===== src/rtl/shared_pkg.sv =====
// Definitions shared by both ends of the UART path: word width, line levels and FSM states.
package shared_pkg;

  localparam int unsigned DATA_WIDTH = 8;

  localparam logic START_BIT = 1'b0;
  localparam logic STOP_BIT  = 1'b1;

  typedef enum logic [2:0] {
    IDLE   = 3'd0,
    START  = 3'd1,
    DATA   = 3'd2,
    PARITY = 3'd3,
    STOP   = 3'd4,
    DONE   = 3'd5
  } uart_states_e;

endpackage


===== src/rtl/uart_tx_if.sv =====
// Word-in / serial-out bundle between a producer and the UART transmitter.
interface uart_tx_if;

  logic [shared_pkg::DATA_WIDTH-1:0] tx_data;
  logic                              tx_valid;
  logic                              tx_ready;
  logic                              tx;
  logic                              tx_busy;
  logic                              tx_done;

  modport master (
    output tx_data,
    output tx_valid,
    input  tx_ready,
    input  tx,
    input  tx_busy,
    input  tx_done
  );

  modport slave (
    input  tx_data,
    input  tx_valid,
    output tx_ready,
    output tx,
    output tx_busy,
    output tx_done
  );

endinterface


===== src/rtl/uart_baud_cnt.sv =====
// Bit-period down-counter: reloads on load, flags the last cycle of each serial bit.
module uart_baud_cnt #(
  parameter int unsigned CLKS_PER_BIT = 1
) (
  input  logic clk,
  input  logic rst,
  input  logic load,
  output logic bit_tick_c
);

  localparam int unsigned            CNT_W  = $clog2(CLKS_PER_BIT) + 1;
  localparam logic [CNT_W-1:0]       RELOAD = CNT_W'(CLKS_PER_BIT - 1);

  logic [CNT_W-1:0] cnt_q;
  logic [CNT_W-1:0] cnt_d;

  always_comb begin
    cnt_d = cnt_q;
    if (load) begin
      cnt_d = RELOAD;
    end else if (cnt_q != '0) begin
      cnt_d = cnt_q - CNT_W'(1);
    end
  end

  always_ff @(posedge clk) begin
    if (rst) begin
      cnt_q <= '0;
    end else begin
      cnt_q <= cnt_d;
    end
  end

  assign bit_tick_c = (cnt_q == '0);

endmodule


===== src/rtl/uart_tx.sv =====
// UART transmitter: one-word holding buffer feeding an LSB-first serial framer.
module uart_tx
  import shared_pkg::*;
#(
  parameter int unsigned PARITY_EN    = 0,
  parameter int unsigned STOP_BITS    = 1,
  parameter int unsigned CLKS_PER_BIT = 1
) (
  input  logic     clk,
  input  logic     rst,
  uart_tx_if.slave bus
);

  localparam int unsigned       BIT_W     = $clog2(DATA_WIDTH) + 1;
  localparam int unsigned       STOP_W    = $clog2(STOP_BITS) + 1;
  localparam logic [BIT_W-1:0]  LAST_BIT  = BIT_W'(DATA_WIDTH - 1);
  localparam logic [STOP_W-1:0] LAST_STOP = STOP_W'(STOP_BITS - 1);

  uart_states_e          state_q, state_d;
  logic [DATA_WIDTH-1:0] shift_q, shift_d;
  logic [DATA_WIDTH-1:0] buf_q, buf_d;
  logic                  buf_full_q, buf_full_d;
  logic                  parity_q, parity_d;
  logic [BIT_W-1:0]      bit_cnt_q, bit_cnt_d;
  logic [STOP_W-1:0]     stop_cnt_q, stop_cnt_d;
  logic                  tx_q, tx_d;
  logic                  ready_q, ready_d;
  logic                  busy_q, busy_d;
  logic                  done_q, done_d;

  logic                  load_word;
  logic                  baud_load;
  logic                  bit_tick_c;
  logic                  accept;

  // Parity is taken from the whole word at load time, before any shifting.
  function automatic logic parity_of(input logic [DATA_WIDTH-1:0] w);
    return (PARITY_EN == 2) ? ^w : ~^w;
  endfunction

  uart_baud_cnt #(
    .CLKS_PER_BIT (CLKS_PER_BIT)
  ) u_baud (
    .clk        (clk),
    .rst        (rst),
    .load       (baud_load),
    .bit_tick_c (bit_tick_c)
  );

  assign accept = bus.tx_valid && ready_q;

  // Frame sequencing, buffer drain/fill and next-cycle line level.
  always_comb begin
    state_d    = state_q;
    shift_d    = shift_q;
    buf_d      = buf_q;
    buf_full_d = buf_full_q;
    parity_d   = parity_q;
    bit_cnt_d  = bit_cnt_q;
    stop_cnt_d = stop_cnt_q;
    done_d     = 1'b0;
    load_word  = 1'b0;
    baud_load  = 1'b0;

    case (state_q)
      IDLE: begin
        if (buf_full_q) begin
          load_word = 1'b1;
        end
      end
      START: begin
        if (bit_tick_c) begin
          state_d   = DATA;
          bit_cnt_d = '0;
          baud_load = 1'b1;
        end
      end
      DATA: begin
        if (bit_tick_c) begin
          shift_d   = shift_q >> 1;
          baud_load = 1'b1;
          if (bit_cnt_q == LAST_BIT) begin
            stop_cnt_d = '0;
            state_d    = (PARITY_EN != 0) ? PARITY : STOP;
          end else begin
            bit_cnt_d = bit_cnt_q + BIT_W'(1);
          end
        end
      end
      PARITY: begin
        if (bit_tick_c) begin
          state_d    = STOP;
          stop_cnt_d = '0;
          baud_load  = 1'b1;
        end
      end
      STOP: begin
        if (bit_tick_c) begin
          if (stop_cnt_q == LAST_STOP) begin
            done_d = 1'b1;
            if (buf_full_q) begin
              load_word = 1'b1;
            end else begin
              state_d = IDLE;
            end
          end else begin
            stop_cnt_d = stop_cnt_q + STOP_W'(1);
            baud_load  = 1'b1;
          end
        end
      end
      default: begin
        state_d = IDLE;
      end
    endcase

    if (load_word) begin
      state_d    = START;
      shift_d    = buf_q;
      parity_d   = parity_of(buf_q);
      buf_full_d = 1'b0;
      baud_load  = 1'b1;
    end

    // Accept only with the buffer empty, so this never collides with a drain.
    if (accept) begin
      buf_d      = bus.tx_data;
      buf_full_d = 1'b1;
    end

    tx_d = STOP_BIT;
    case (state_d)
      START:   tx_d = START_BIT;
      DATA:    tx_d = shift_d[0];
      PARITY:  tx_d = parity_d;
      default: tx_d = STOP_BIT;
    endcase

    busy_d  = (state_d != IDLE);
    ready_d = !buf_full_d;
  end

  always_ff @(posedge clk) begin
    if (rst) begin
      state_q    <= IDLE;
      shift_q    <= '0;
      buf_q      <= '0;
      buf_full_q <= 1'b0;
      parity_q   <= 1'b0;
      bit_cnt_q  <= '0;
      stop_cnt_q <= '0;
      tx_q       <= 1'b1;
      ready_q    <= 1'b1;
      busy_q     <= 1'b0;
      done_q     <= 1'b0;
    end else begin
      state_q    <= state_d;
      shift_q    <= shift_d;
      buf_q      <= buf_d;
      buf_full_q <= buf_full_d;
      parity_q   <= parity_d;
      bit_cnt_q  <= bit_cnt_d;
      stop_cnt_q <= stop_cnt_d;
      tx_q       <= tx_d;
      ready_q    <= ready_d;
      busy_q     <= busy_d;
      done_q     <= done_d;
    end
  end

  assign bus.tx       = tx_q;
  assign bus.tx_ready = ready_q;
  assign bus.tx_busy  = busy_q;
  assign bus.tx_done  = done_q;

endmodule


===== src/flat_wrapper.sv =====
// flat-port wrapper written by rule: the top's interface ports become plain ports
module uart_tx_flat import shared_pkg::*;
#(
  parameter int unsigned PARITY_EN    = 0,
  parameter int unsigned STOP_BITS    = 1,
  parameter int unsigned CLKS_PER_BIT = 1
)
  (clk, rst, bus_tx_data, bus_tx_valid, bus_tx_ready, bus_tx, bus_tx_busy, bus_tx_done);
  uart_tx_if bus_i ();
  input  logic clk;
  input  logic rst;
  input wire logic [$bits(bus_i.tx_data)-1:0] bus_tx_data;
  input wire logic [$bits(bus_i.tx_valid)-1:0] bus_tx_valid;
  output wire logic [$bits(bus_i.tx_ready)-1:0] bus_tx_ready;
  output wire logic [$bits(bus_i.tx)-1:0] bus_tx;
  output wire logic [$bits(bus_i.tx_busy)-1:0] bus_tx_busy;
  output wire logic [$bits(bus_i.tx_done)-1:0] bus_tx_done;
  assign bus_i.tx_data = bus_tx_data;
  assign bus_i.tx_valid = bus_tx_valid;
  assign bus_tx_ready = bus_i.tx_ready;
  assign bus_tx = bus_i.tx;
  assign bus_tx_busy = bus_i.tx_busy;
  assign bus_tx_done = bus_i.tx_done;
  uart_tx #(.PARITY_EN(PARITY_EN), .STOP_BITS(STOP_BITS), .CLKS_PER_BIT(CLKS_PER_BIT)) u_core (.clk(clk), .rst(rst), .bus(bus_i));
endmodule

===== config.mk =====
export PLATFORM = sky130hd
export DESIGN_NAME = uart_tx_flat
export DESIGN_NICKNAME = d
export VERILOG_FILES = /design/src/rtl/shared_pkg.sv /design/src/rtl/uart_tx_if.sv /design/src/rtl/uart_baud_cnt.sv /design/src/rtl/uart_tx.sv /design/src/flat_wrapper.sv
export SDC_FILE = /design/constraint.sdc
export NUM_CORES = 1
export LEC_CHECK = 0
export ABC_AREA = 1
export CAP_MARGIN = 0
export CORE_ASPECT_RATIO = 0.8
export CORE_UTILIZATION = 55
export DETAILED_ROUTE_END_ITERATION = 8
export PLACE_DENSITY = 0.9
export SLEW_MARGIN = 20
export SYNTH_ARGS = -nofsm -noshare
export SYNTH_HDL_FRONTEND = slang
export SYNTH_SLANG_ARGS = --single-unit
export TNS_END_PERCENT = 100

===== constraint.sdc =====
create_clock -name clk -period 3.2 [get_ports clk]
set_clock_uncertainty 0.2 [all_clocks]
set_input_delay 0.64 -clock clk [delete_from_list [all_inputs] [get_ports clk]]
set_output_delay 0.64 -clock clk [all_outputs]
set_load 0.01 [all_outputs]

==> metrics.md <==
| Metric | Value |
|---|---|
| Gate power share | about 17% |
| GRT Total Usage | a little under a quarter |
| Iteration-0 DRC Markers | between 40 and 50 |
| Post-CTS Setup Inserts | 0 |
| CTS HTree Levels | 2 |
| Vias per cell | 4.90 |
| Synthesized Nets | roughly 220 |
| Synth warn | 0 |
| # rows | 15 |
| Sequential fraction of the synthesis area | a little over two fifths |
| Tcrit/Tclk final | 65.7% |
| Number of iterations in the first detailed-routing pass | 4 |
| Design internal power | ~0.00056 W |
| Post-CTS sizing | 0 |
| Worst hold path cell count | 2 |
| Hold_buf cts | 0 |
| CTS Sinks | 30 |
| Initial Utilization | around three fifths |
| Die Span Y | ~47 um |
| Grt ovf | 0 |
| GRT met2 Usage | 32.0% |
| Core area | 2270 um^2 |
| HP Class | flip-flop to flip-flop |
| Peak fanout along the critical path | 2 |
| Largest net degree at the start of global routing | 18 |
| Total vias in the final route | about 1300 |
| Die area | 2730 um^2 |
| Mapped Cells | slightly above 200 |
| Kind of critical path | flip-flop to primary output |
| #FFs+latches synth | 30 |
| Status | complete, no violations |
| Placed wire-length estimate | 1960 um |
| Mapped Area | 1390 um^2 |
| CTS clk-pin slew, worst paths | 100 ps |
| Leakage | just under 0.7 nW |
| Fillers | between 150 and 200 |
| Number of remaining DRC errors | 0 |
| Fmax | roughly 0.48 GHz |
| Minimum clock period | 2100 ps |
| CP startpoint kind | flip-flop |
| Leading cell types in the layout, fill and taps excluded | nand2_1 (74), dfxtp_1 (30), inv_1 (18) |
| Setup TNS | 0 ps |
| WP data required | roughly 2400 ps |
| Skew-Pair Late Insertion Delay | ~340 ps |
| Global-route wire length before repair | roughly 4600 um |
| Gp weighted congestion | between 0.8 and 0.9 |
| Hold path start | u_core.shift_q[3] |
| RSZ-0062 raised after global routing | false |
| Synth top area cells | dfxtp_1 (43%), nand2_1 (20%), a21oi_1 (5.0%) |
| DP Area | about 1600 um^2 |
| Cell type with the largest total area after synthesis | dfxtp_1 |
| Average cell area after synthesis | between 6 and 7 um^2 |
| Critical path buffers and inverters | 1 |
| Final Hold Vio Count | 0 |
| GRT Max-Usage Layer | met1 |
| Critical-path cell list | clkdlybuf4s50_1 |
| WL/cell | ~11 um |
| TritonCTS Buffers | 5 |
| Levels on crit path | 1 |
| Crit. Startpoint | u_core.bus.tx_ready |
| Flop pwr share | a little over half |
| Root Buffer Master | clkbuf_4 |
| Final WL | roughly 2800 um |
| Area growth from synthesis to layout | 16.8% |
| CTS Buffer Depth | 2 |
| CP delay by family, top | buffers and inverters |
| Power Density | approximately 490 nW/um^2 |
| Layout cell share with drive strength beyond 1 | approximately a tenth |
| Critical Path Slowest Stage Cell | clkdlybuf4s50_1 |
| CTS tree | yes |
| Max VDD drop | 0.274 mV |
| Commonest non-fill, non-tap cell in the layout | nand2_1 |
| Reg-to-reg startpoint | u_core.bit_cnt_q[1] |
| Cells on worst reg2reg path | 8 |
| Fin. max-slew vios | 0 |
| Final Cell Area | roughly 1600 um^2 |
| Crit-path max cell delay | approximately 550 ps |
| Port bufs | 14 |
| MaxCap Viol Count | 0 |
| Initial antenna violation count | 0 |
| Unique masters post-synth | 28 |
| Nature of the critical path endpoint | primary output |
| WP data arrival | between 1000 and 1500 ps |
| NetSw | between 0.0002 and 0.00025 W |
| Clk pwr share | ~30% |
| Vias in the first global route | roughly 1100 |
| Final setup vio count | 0 |
| Share of the synthesized area in the top cell type | a little over two fifths |
| Switching power share of the total | ~30% |
| GR Util met1 | about 33% |
| Final antenna diode count | 0 |
| I/O pin cnt | 15 |
| Post-route ant nets | 0 |
| Nets@finish | ~240 |
| Die W | 58.2 um |
| Met3 global-route usage | 5.79% |
-- registers in the layout (all words and copies together) (netlist names) --
name                 cells
u_core.bit_cnt_q         4
u_core.buf_full_q        1
u_core.buf_q             8
u_core.bus.tx            1
u_core.bus.tx_busy       1
u_core.bus.tx_done       1
u_core.bus.tx_ready      1
u_core.parity_q          1
u_core.shift_q           8
u_core.state_q           3
u_core.u_baud.cnt_q      1
-- final cells by class --
| class | count | area (um^2) | share of cell area [%] |
|---|---|---|---|
| clock inverter | 1 | 5.00 | 0.308 |
| multi-input combinational | 145 | 673 | 41.4 |
| timing repair buffer | 15 | 148 | 9.09 |
| clock buffer | 7 | 55.1 | 3.39 |
| tap | 34 | 42.5 | 2.62 |
| inverter | 26 | 100 | 6.16 |
| sequential | 30 | 601 | 37.0 |
-- metal layers --
metal | up-vias | wire length (um)
met4 | 0 | 54
met1 | 533 | 1430
met2 | 43 | 1120
li1 | 682 | -
met5 | - | 0
met3 | 7 | 169
-- Yosys cell counts --
cell type and number:
o21ai_0 13, o211ai_1 1, clkinv_1 1, inv_2 6, o21ai_1 1, nor3_1 2, nand4_4 1, a21oi_1 14
nand3_2 1, nand2_2 3, conb_1 1, clkbuf_1 2, ha_1 1, or2_1 1, nor2_1 14, nor2_4 1
nor2_2 2, nand4_1 2, clkbuf_2 1, inv_4 1, a31oi_1 6, dfxtp_1 30, nand3_1 5, a21boi_0 1
inv_1 18, nand2_1 74, nor4_1 1, buf_1 1
-- cell families (layout without fill, tap and decap cells) --
kind of cell	Yosys count	in the layout	synth area share, %
and+or+nand+nor	107	107	33.4
DFF	30	30	43.2
AOI/OAI and AO/OA	36	36	13.9
adders and majority gates	1	1	0.900
buffers and inverters	30	49	8.37
other	1	1	0.270
-- final timing paths --
kind / end / slack (ps)
min: u_core.shift_q[2] / 280
min reg2reg: u_core.shift_q[2] / 280
max reg2reg: u_core.bus.tx_busy / 1550
max: bus_tx_ready / 1100
-- stage by stage --
step / setup slack [ps] / total power [W] / instances / hold WS [ps] / utilization [%]
final: 1100 / 0.000794 / 258 / 276 / 71.5
after global routing: 1050 / 0.000830 / 258 / 298 / 71.5
after global placement: 1130 / 0.000553 / 250 / 250 / 68.9
after floorplan: 1660 / 0.000515 / 205 / 239 / -
after CTS: 1100 / 0.000795 / 258 / 284 / 71.5
after detailed placement: 1120 / 0.000558 / 250 / 269 / 68.9
-- power groups by stage --
| stage | Sequential (W) | Combinational [W] | Clock [W] |
|---|---|---|---|
| 2_1_floorplan | 0.000423 | 0.0000920 | 0 |
| 5_1_grt | 0.000421 | 0.000152 | 0.000257 |
| 3_3_place_gp | 0.000425 | 0.000129 | 0 |
| 6_report | 0.000418 | 0.000133 | 0.000243 |
| 4_1_cts | 0.000417 | 0.000133 | 0.000245 |
| 3_5_place_dp | 0.000425 | 0.000132 | 0 |
No activity file was read; power rests on OpenSTA's default activity.
